===== src/rtl/id_ex_stage_if.sv =====
// ID/EX stage bus: decoded fields and forwarding sources in, ALU operands and controls out.
interface id_ex_if #(
    parameter int WIDTH = 64
);
    // Stage control
    logic             Stall;
    logic             Flush;
    // Decoded instruction from ID
    logic [WIDTH-1:0] RegData1;
    logic [WIDTH-1:0] RegData2;
    logic [WIDTH-1:0] ExtImm;
    logic [4:0]       Rn;
    logic [4:0]       Rm;
    logic [4:0]       Rd;
    logic [10:0]      Opcode;
    logic [1:0]       ALUOp;
    logic             ALUSrc;
    logic             RegWrite;
    logic             MemRead;
    logic             MemWrite;
    logic             MemToReg;
    // Forwarding sources from later stages
    logic             EXMEM_RegWrite;
    logic [4:0]       EXMEM_Rd;
    logic [WIDTH-1:0] EXMEM_Result;
    logic             MEMWB_RegWrite;
    logic [4:0]       MEMWB_Rd;
    logic [WIDTH-1:0] MEMWB_Result;
    // Execute-side outputs
    logic [WIDTH-1:0] BusA;
    logic [WIDTH-1:0] BusB;
    logic [3:0]       ALUCtrl;
    logic [WIDTH-1:0] StoreData;
    logic [4:0]       ex_Rd;
    logic             ex_RegWrite;
    logic             ex_MemRead;
    logic             ex_MemWrite;
    logic             ex_MemToReg;
    logic             ex_valid;
    logic             LoadUseHazard;

    // Pipeline side that feeds the stage and consumes its results
    modport master (
        output Stall, Flush, RegData1, RegData2, ExtImm, Rn, Rm, Rd, Opcode, ALUOp,
               ALUSrc, RegWrite, MemRead, MemWrite, MemToReg,
               EXMEM_RegWrite, EXMEM_Rd, EXMEM_Result,
               MEMWB_RegWrite, MEMWB_Rd, MEMWB_Result,
        input  BusA, BusB, ALUCtrl, StoreData, ex_Rd, ex_RegWrite, ex_MemRead,
               ex_MemWrite, ex_MemToReg, ex_valid, LoadUseHazard
    );

    // The ID/EX stage itself
    modport slave (
        input  Stall, Flush, RegData1, RegData2, ExtImm, Rn, Rm, Rd, Opcode, ALUOp,
               ALUSrc, RegWrite, MemRead, MemWrite, MemToReg,
               EXMEM_RegWrite, EXMEM_Rd, EXMEM_Result,
               MEMWB_RegWrite, MEMWB_Rd, MEMWB_Result,
        output BusA, BusB, ALUCtrl, StoreData, ex_Rd, ex_RegWrite, ex_MemRead,
               ex_MemWrite, ex_MemToReg, ex_valid, LoadUseHazard
    );
endinterface


===== src/rtl/id_ex_stage.sv =====
// ID/EX pipeline register with ALU control decode, EX/MEM + MEM/WB operand
// forwarding and load-use bubble insertion.
module id_ex_stage #(
    parameter int WIDTH    = 64,
    parameter int ZERO_REG = 31
) (
    input logic   CLK,
    input logic   Reset,
    id_ex_if.slave bus
);
    localparam logic [4:0] zeroIdx = ZERO_REG[4:0];

    // Stage contents
    logic             valid_r;
    logic [4:0]       rd_r;
    logic [4:0]       rn_r;
    logic [4:0]       rm_r;
    logic             regWrite_r;
    logic             memRead_r;
    logic             memWrite_r;
    logic             memToReg_r;
    logic             aluSrc_r;
    logic [3:0]       aluCtrl_r;
    logic [WIDTH-1:0] opA_r;
    logic [WIDTH-1:0] opB_r;
    logic [WIDTH-1:0] imm_r;

    logic [WIDTH-1:0] fwdA_s;
    logic [WIDTH-1:0] fwdB_s;
    logic             loadUse_s;
    logic             bubble_s;

    // ALU control decode; unknown R/I-format opcodes map to 1111 (ALU yields 0).
    function automatic logic [3:0] decodeAluCtrl(input logic [1:0] aluOp, input logic [10:0] opcode);
        logic [3:0] ctrl;
        case (aluOp)
            2'b00: ctrl = 4'b0010;
            2'b01: ctrl = 4'b0111;
            2'b11: ctrl = 4'b0111;
            2'b10: begin
                casez (opcode)
                    11'b10001011000: ctrl = 4'b0010;
                    11'b11001011000: ctrl = 4'b0110;
                    11'b10001010000: ctrl = 4'b0000;
                    11'b10101010000: ctrl = 4'b0001;
                    11'b1001000100?: ctrl = 4'b0010;
                    11'b1101000100?: ctrl = 4'b0110;
                    default:         ctrl = 4'b1111;
                endcase
            end
            default: ctrl = 4'b1111;
        endcase
        return ctrl;
    endfunction

    // Youngest producer wins; the zero register is never forwarded.
    function automatic logic [WIDTH-1:0] forwardOperand(
        input logic [4:0]       idx,
        input logic [WIDTH-1:0] regVal,
        input logic             exRw,
        input logic [4:0]       exRd,
        input logic [WIDTH-1:0] exRes,
        input logic             wbRw,
        input logic [4:0]       wbRd,
        input logic [WIDTH-1:0] wbRes
    );
        logic [WIDTH-1:0] val;
        if (exRw && (exRd == idx) && (idx != zeroIdx)) begin
            val = exRes;
        end else if (wbRw && (wbRd == idx) && (idx != zeroIdx)) begin
            val = wbRes;
        end else begin
            val = regVal;
        end
        return val;
    endfunction

    // Forwarding muxes and hazard/bubble decision for the coming edge
    always_comb begin
        fwdA_s = forwardOperand(rn_r, opA_r, bus.EXMEM_RegWrite, bus.EXMEM_Rd, bus.EXMEM_Result,
                                bus.MEMWB_RegWrite, bus.MEMWB_Rd, bus.MEMWB_Result);
        fwdB_s = forwardOperand(rm_r, opB_r, bus.EXMEM_RegWrite, bus.EXMEM_Rd, bus.EXMEM_Result,
                                bus.MEMWB_RegWrite, bus.MEMWB_Rd, bus.MEMWB_Result);
        if (valid_r && memRead_r && (rd_r != zeroIdx) && ((rd_r == bus.Rn) || (rd_r == bus.Rm))) begin
            loadUse_s = ~bus.Stall;
        end else begin
            loadUse_s = 1'b0;
        end
        // Reset and Flush beat Stall; the hazard term is already masked by Stall.
        bubble_s = Reset | bus.Flush | loadUse_s;
    end

    // Stage register: bubble, stall (data refresh only) or normal capture.
    // Bubbles park Rn/Rm on the zero register so forwarding cannot leak data
    // onto the operand buses of an empty stage.
    always_ff @(posedge CLK) begin
        if (bubble_s) begin
            valid_r    <= 1'b0;
            rd_r       <= 5'd0;
            rn_r       <= zeroIdx;
            rm_r       <= zeroIdx;
            regWrite_r <= 1'b0;
            memRead_r  <= 1'b0;
            memWrite_r <= 1'b0;
            memToReg_r <= 1'b0;
            aluSrc_r   <= 1'b0;
            aluCtrl_r  <= 4'b0000;
            opA_r      <= {WIDTH{1'b0}};
            opB_r      <= {WIDTH{1'b0}};
            imm_r      <= {WIDTH{1'b0}};
        end else if (bus.Stall) begin
            // Keep absorbing forwarded values so a writeback retiring now is not lost.
            opA_r <= fwdA_s;
            opB_r <= fwdB_s;
        end else begin
            valid_r    <= 1'b1;
            rd_r       <= bus.Rd;
            rn_r       <= bus.Rn;
            rm_r       <= bus.Rm;
            regWrite_r <= bus.RegWrite;
            memRead_r  <= bus.MemRead;
            memWrite_r <= bus.MemWrite;
            memToReg_r <= bus.MemToReg;
            aluSrc_r   <= bus.ALUSrc;
            aluCtrl_r  <= decodeAluCtrl(bus.ALUOp, bus.Opcode);
            opA_r      <= bus.RegData1;
            opB_r      <= bus.RegData2;
            imm_r      <= bus.ExtImm;
        end
    end

    assign bus.BusA          = fwdA_s;
    assign bus.BusB          = aluSrc_r ? imm_r : fwdB_s;
    assign bus.StoreData     = fwdB_s;
    assign bus.ALUCtrl       = aluCtrl_r;
    assign bus.ex_Rd         = rd_r;
    assign bus.ex_RegWrite   = regWrite_r;
    assign bus.ex_MemRead    = memRead_r;
    assign bus.ex_MemWrite   = memWrite_r;
    assign bus.ex_MemToReg   = memToReg_r;
    assign bus.ex_valid      = valid_r;
    assign bus.LoadUseHazard = loadUse_s;
endmodule


===== src/flat_wrapper.sv =====
// flat-port wrapper written by rule: the top's interface ports become plain ports
module id_ex_stage_flat 
#(
    parameter int WIDTH    = 64,
    parameter int ZERO_REG = 31
)
  (CLK, Reset, bus_Stall, bus_Flush, bus_RegData1, bus_RegData2, bus_ExtImm, bus_Rn, bus_Rm, bus_Rd, bus_Opcode, bus_ALUOp, bus_ALUSrc, bus_RegWrite, bus_MemRead, bus_MemWrite, bus_MemToReg, bus_EXMEM_RegWrite, bus_EXMEM_Rd, bus_EXMEM_Result, bus_MEMWB_RegWrite, bus_MEMWB_Rd, bus_MEMWB_Result, bus_BusA, bus_BusB, bus_ALUCtrl, bus_StoreData, bus_ex_Rd, bus_ex_RegWrite, bus_ex_MemRead, bus_ex_MemWrite, bus_ex_MemToReg, bus_ex_valid, bus_LoadUseHazard);
  id_ex_if #(.WIDTH(WIDTH)) bus_i ();
  input logic CLK;
  input logic Reset;
  input wire logic [$bits(bus_i.Stall)-1:0] bus_Stall;
  input wire logic [$bits(bus_i.Flush)-1:0] bus_Flush;
  input wire logic [$bits(bus_i.RegData1)-1:0] bus_RegData1;
  input wire logic [$bits(bus_i.RegData2)-1:0] bus_RegData2;
  input wire logic [$bits(bus_i.ExtImm)-1:0] bus_ExtImm;
  input wire logic [$bits(bus_i.Rn)-1:0] bus_Rn;
  input wire logic [$bits(bus_i.Rm)-1:0] bus_Rm;
  input wire logic [$bits(bus_i.Rd)-1:0] bus_Rd;
  input wire logic [$bits(bus_i.Opcode)-1:0] bus_Opcode;
  input wire logic [$bits(bus_i.ALUOp)-1:0] bus_ALUOp;
  input wire logic [$bits(bus_i.ALUSrc)-1:0] bus_ALUSrc;
  input wire logic [$bits(bus_i.RegWrite)-1:0] bus_RegWrite;
  input wire logic [$bits(bus_i.MemRead)-1:0] bus_MemRead;
  input wire logic [$bits(bus_i.MemWrite)-1:0] bus_MemWrite;
  input wire logic [$bits(bus_i.MemToReg)-1:0] bus_MemToReg;
  input wire logic [$bits(bus_i.EXMEM_RegWrite)-1:0] bus_EXMEM_RegWrite;
  input wire logic [$bits(bus_i.EXMEM_Rd)-1:0] bus_EXMEM_Rd;
  input wire logic [$bits(bus_i.EXMEM_Result)-1:0] bus_EXMEM_Result;
  input wire logic [$bits(bus_i.MEMWB_RegWrite)-1:0] bus_MEMWB_RegWrite;
  input wire logic [$bits(bus_i.MEMWB_Rd)-1:0] bus_MEMWB_Rd;
  input wire logic [$bits(bus_i.MEMWB_Result)-1:0] bus_MEMWB_Result;
  output wire logic [$bits(bus_i.BusA)-1:0] bus_BusA;
  output wire logic [$bits(bus_i.BusB)-1:0] bus_BusB;
  output wire logic [$bits(bus_i.ALUCtrl)-1:0] bus_ALUCtrl;
  output wire logic [$bits(bus_i.StoreData)-1:0] bus_StoreData;
  output wire logic [$bits(bus_i.ex_Rd)-1:0] bus_ex_Rd;
  output wire logic [$bits(bus_i.ex_RegWrite)-1:0] bus_ex_RegWrite;
  output wire logic [$bits(bus_i.ex_MemRead)-1:0] bus_ex_MemRead;
  output wire logic [$bits(bus_i.ex_MemWrite)-1:0] bus_ex_MemWrite;
  output wire logic [$bits(bus_i.ex_MemToReg)-1:0] bus_ex_MemToReg;
  output wire logic [$bits(bus_i.ex_valid)-1:0] bus_ex_valid;
  output wire logic [$bits(bus_i.LoadUseHazard)-1:0] bus_LoadUseHazard;
  assign bus_i.Stall = bus_Stall;
  assign bus_i.Flush = bus_Flush;
  assign bus_i.RegData1 = bus_RegData1;
  assign bus_i.RegData2 = bus_RegData2;
  assign bus_i.ExtImm = bus_ExtImm;
  assign bus_i.Rn = bus_Rn;
  assign bus_i.Rm = bus_Rm;
  assign bus_i.Rd = bus_Rd;
  assign bus_i.Opcode = bus_Opcode;
  assign bus_i.ALUOp = bus_ALUOp;
  assign bus_i.ALUSrc = bus_ALUSrc;
  assign bus_i.RegWrite = bus_RegWrite;
  assign bus_i.MemRead = bus_MemRead;
  assign bus_i.MemWrite = bus_MemWrite;
  assign bus_i.MemToReg = bus_MemToReg;
  assign bus_i.EXMEM_RegWrite = bus_EXMEM_RegWrite;
  assign bus_i.EXMEM_Rd = bus_EXMEM_Rd;
  assign bus_i.EXMEM_Result = bus_EXMEM_Result;
  assign bus_i.MEMWB_RegWrite = bus_MEMWB_RegWrite;
  assign bus_i.MEMWB_Rd = bus_MEMWB_Rd;
  assign bus_i.MEMWB_Result = bus_MEMWB_Result;
  assign bus_BusA = bus_i.BusA;
  assign bus_BusB = bus_i.BusB;
  assign bus_ALUCtrl = bus_i.ALUCtrl;
  assign bus_StoreData = bus_i.StoreData;
  assign bus_ex_Rd = bus_i.ex_Rd;
  assign bus_ex_RegWrite = bus_i.ex_RegWrite;
  assign bus_ex_MemRead = bus_i.ex_MemRead;
  assign bus_ex_MemWrite = bus_i.ex_MemWrite;
  assign bus_ex_MemToReg = bus_i.ex_MemToReg;
  assign bus_ex_valid = bus_i.ex_valid;
  assign bus_LoadUseHazard = bus_i.LoadUseHazard;
  id_ex_stage #(.WIDTH(WIDTH), .ZERO_REG(ZERO_REG)) u_core (.CLK(CLK), .Reset(Reset), .bus(bus_i));
endmodule

===== config.mk =====
export PLATFORM = sky130hd
export DESIGN_NAME = id_ex_stage_flat
export DESIGN_NICKNAME = d
export VERILOG_FILES = /design/src/rtl/id_ex_stage_if.sv /design/src/rtl/id_ex_stage.sv /design/src/flat_wrapper.sv
export SDC_FILE = /design/constraint.sdc
export NUM_CORES = 1
export LEC_CHECK = 0
export CAP_MARGIN = 20
export CORE_AREA = 2 2 222 224
export CTS_BUF_LIST = sky130_fd_sc_hd__clkbuf_4 sky130_fd_sc_hd__clkbuf_8 sky130_fd_sc_hd__clkbuf_16
export DETAILED_ROUTE_END_ITERATION = 7
export DIE_AREA = 0 0 224 226
export PLACE_DENSITY_LB_ADDON = 0.12
export SYNTH_ARGS = -nofsm -noshare
export SYNTH_HDL_FRONTEND = slang
export SYNTH_SLANG_ARGS = --single-unit
export TNS_END_PERCENT = 10

===== constraint.sdc =====
create_clock -name CLK -period 4.5 [get_ports CLK]
set_clock_uncertainty 0.15 [all_clocks]
set_input_delay 1.35 -clock CLK [delete_from_list [all_inputs] [get_ports CLK]]
set_output_delay 1.35 -clock CLK [all_outputs]
set_load 0.01 [all_outputs]

==> results.sh <==
export IMPL_slowest_delay_ns=0.59
export IMPL_slew_headroom=0.341
export IMPL_clk_pin_slew_worst_paths_ns=0.05
export IMPL_root_buffer="clkbuf_16"
export IMPL_whs_ns=0.335
export IMPL_fill_cells=4418
export IMPL_endpoint_kind="output pin"
export IMPL_pwr_share_clk=0.413
export IMPL_post_route_min_period_ns=4.96
export IMPL_grt_max_degree=165
export IMPL_drtIter0Drc=1103
export IMPL_maxSlewViolCount=0
export IMPL_post_route_period_util=1.10
export IMPL_antenna_found_initial=15
export IMPL_vias=16686
export IMPL_worstPathArrival_ns=3.46
export IMPL_p_int_mw=4.35
export IMPL_cp_required_ns=3.00
export IMPL_synth_common_cells="dfxtp_1 (217), clkbuf_1 (115), nor2_1 (80)"
export IMPL_cellLeakagePower_nw=10.2
export IMPL_pwr_share_seq=0.333
export IMPL_die_area_um2=50600
export IMPL_start_util=0.287
export IMPL_status="complete, but fails checks"
export IMPL_dp_hpwl_um=45700
export IMPL_drt_vias_per_instance=5.54
export IMPL_yosys_top_cells_area="dfxtp_1 (31%), mux2i_1 (5.3%), mux2_2 (5.0%), a311oi_1 (4.0%), o31a_1 (4.0%)"
export IMPL_max_freq_mhz=202
export IMPL_place_inst=2865
export IMPL_synth_area_per_cell_um2=8.60
export IMPL_violations="negative setup slack"
export IMPL_ys_ff_latch=217
export IMPL_power_total_mw=6.09
export IMPL_synth_nets=1979
export IMPL_worst_pin_slew_ns=0.989
export IMPL_synth_simple_gate_area_frac=0.194
export IMPL_path_max_fanout=6
export IMPL_first_pass_iters=5
export IMPL_startpoint_type="primary input"
export IMPL_clkLatencyLatePin_ns=0.57
export IMPL_rsz0062_at_grt="true"
export IMPL_cp_slowest_cell="or4b_4"
export IMPL_die_h_um=226
export IMPL_stdcell_count=3011
export IMPL_ctsHtreeMaxLevel=1
export IMPL_crit_top_cell="buf_12"
export IMPL_synthAdderAreaFrac=0
export IMPL_grt_pass1_vias=17069
export IMPL_synth_top_family_by_area="compound AO/OA/AOI/OAI gates"
export IMPL_cts_hold_buf=0
export IMPL_rows=81
export IMPL_synth_cell_type_count=55
export IMPL_wl_per_cell_um=24.9
export IMPL_drv_cap=0
export IMPL_path_buf_inv=5
export IMPL_met2_length_um=35900
export IMPL_syn_area_um2=13900
export IMPL_clockBufferDepth=3
export IMPL_core_area_um2=48300
export IMPL_comb_power_share=0.254
export IMPL_regToRegSetupSlack_ns=1.67
export IMPL_async_flop_share=0
export IMPL_swShare=0.286
export IMPL_fin_ws_ns=-0.462
export IMPL_ys_warn_count=0
export IMPL_muxShareOfSynthArea=0.106
export IMPL_synth_edf_count=0
export IMPL_grt_pass1_wl_um=108000
export IMPL_synth_largest_area_cell="dfxtp_1"
export IMPL_p_per_area_nw_per_um2=235
export IMPL_ys_seq_area_frac=0.314
export IMPL_routed_wl_um=75000
export IMPL_crit_path_cell_trace="buf_8, xor2_2, or4b_4, buf_12, buf_12, buf_16, o21ai_4, a31oi_2, mux2_4, clkdlybuf4s15_2"
export IMPL_yosysMostFrequentCell="dfxtp_1"
export IMPL_cts_tree="yes"
export IMPL_place_gp_congestion=0.836
export IMPL_min_path_type="flop to flop"
export IMPL_cpLargestDelayFamily="buffers and inverters"
export IMPL_ios=576
export IMPL_portBuffers=575
export IMPL_synth_top_area_share=0.314
export IMPL_numCtsBuffers=30
export IMPL_met3WireLength_um=5460
export IMPL_wl_met1_um=31000
export IMPL_drc=0
export IMPL_globalRouteTotalUtil=0.281
export IMPL_die_w_um=224
export IMPL_cts_sinks=217
export IMPL_path_class="primary input to output pin"
export IMPL_setup_violations_final=175
export IMPL_ys_flop_type="dfxtp_1"
export IMPL_synth_compound_area_frac=0.309
export IMPL_drive_gt1_frac=0.365
export IMPL_antenna_left=0
export IMPL_gr_total_overflow=0
export IMPL_power_switching_mw=1.74
export IMPL_synth_xor_area_share=0.0190
export IMPL_post_synth_inst_count=1610
export IMPL_top_layer="met5"
export IMPL_fin_nets=2729
export IMPL_ir_drop_uv=258
export IMPL_area_delta_synth_final_pct=86.9
export IMPL_hold_viol_final=0
## timing repair
action | in CTS | in global routing
pin swaps | 77 | 64
resized for setup | 715 | 289
gates cloned | 21 | 1
buffers inserted | 53 | 17
setup endpoints to repair | 193 | 193
## worst reg2reg max path: stages (launching register included)
cell,delay [ns]
dfxtp_1,0.47
nand4_1,0.27
o211ai_1,0.44
or2_4,0.27
buf_8,0.15
buf_4,0.14
bufbuf_16,0.37
buf_4,0.17
a311oi_1,0.08
o21ba_2,0.24
## layer usage
metal | global-route usage | up-vias
met2 | 0.468 | 609
met3 | 0.0723 | 155
met1 | 0.350 | 8268
met5 | 0 | -
met4 | 0.0976 | 16
li1 | - | 7638
## final cells by class
type                    count  area [um2]  share of cell area
clock inverters             7        62.6             0.00242
inverters                   6        25.0            0.000967
multi-input cells        1207       10600               0.410
clock buffers              48         978              0.0378
well taps                 622         778              0.0301
flip-flops and latches    217        4350               0.168
repair buffers            898        9060               0.350
diodes                      6        15.0            0.000580
## logic make-up after synthesis
kind of cell	after synthesis
AOI/OAI and AO/OA	539
and+or+nand+nor	500
DFF	217
buffers and inverters	186
muxes	138
xor gates and xnor gates	30
## stage by stage
step	setup WS [ns]	setup TNS, ns	util	cell area, um2
4_1_cts	-0.514	-56.35	0.517	25000
3_5_place_dp	-1.07	-175.84	0.453	21900
5_1_grt	-0.512	-50.29	0.535	25900
2_1_floorplan	0.0671	0	-	13900
6_report	-0.462	-40.53	0.535	25900
3_3_place_gp	-1.07	-174.54	0.453	21900
## power by group through the flow
stage / logic [mW] / registers [mW] / clock network [mW]
after floorplan: 0.525 / 2.05 / 0
after global placement: 1.34 / 2.06 / 0
after detailed placement: 1.35 / 2.06 / 0
after CTS: 1.48 / 2.03 / 2.57
after global routing: 1.63 / 2.04 / 2.65
final: 1.55 / 2.03 / 2.51
## path summary, 6_finish.rpt
path,from,to,cells past startpoint
worst min-delay path,u_core.bus.ALUCtrl[3]$_SDFFE_PP0N_,u_core.bus.ALUCtrl[3]$_SDFFE_PP0N_,2
worst max register to register,u_core.rm_r[3]$_SDFFE_PP1N_,u_core.opB_r[45]$_SDFF_PP0_,9
worst max-delay path,bus_MEMWB_Rd[3],bus_BusB[5],10
worst min register to register,u_core.bus.ALUCtrl[3]$_SDFFE_PP0N_,u_core.bus.ALUCtrl[3]$_SDFFE_PP0N_,2
## flip-flops by register name, indices dropped and copies added (netlist names)
signal and count:
u_core.imm_r 64, u_core.opA_r 64, u_core.opB_r 64, u_core.bus.ex_Rd 5, u_core.rm_r 5, u_core.rn_r 5
u_core.bus.ALUCtrl 4, u_core.aluSrc_r 1, u_core.bus.ex_MemRead 1, u_core.bus.ex_MemToReg 1, u_core.bus.ex_MemWrite 1, u_core.bus.ex_RegWrite 1
u_core.bus.ex_valid 1
## cell usage in the layout (no fill, tap or decap), drive strengths merged, types with 65 or more instances in the layout
cell type	Yosys	layout
buf	58	430
clkdlybuf4s50	0	369
dfxtp	217	217
nor2	80	80
nor2b	75	75
mux2i	74	74
nand2	69	69
o21ai	68	68
a21oi	67	67
nor3	67	67
clkbuf	122	67
nand3	66	66
nand3b	65	65
(Power assumes the default switching activity.)
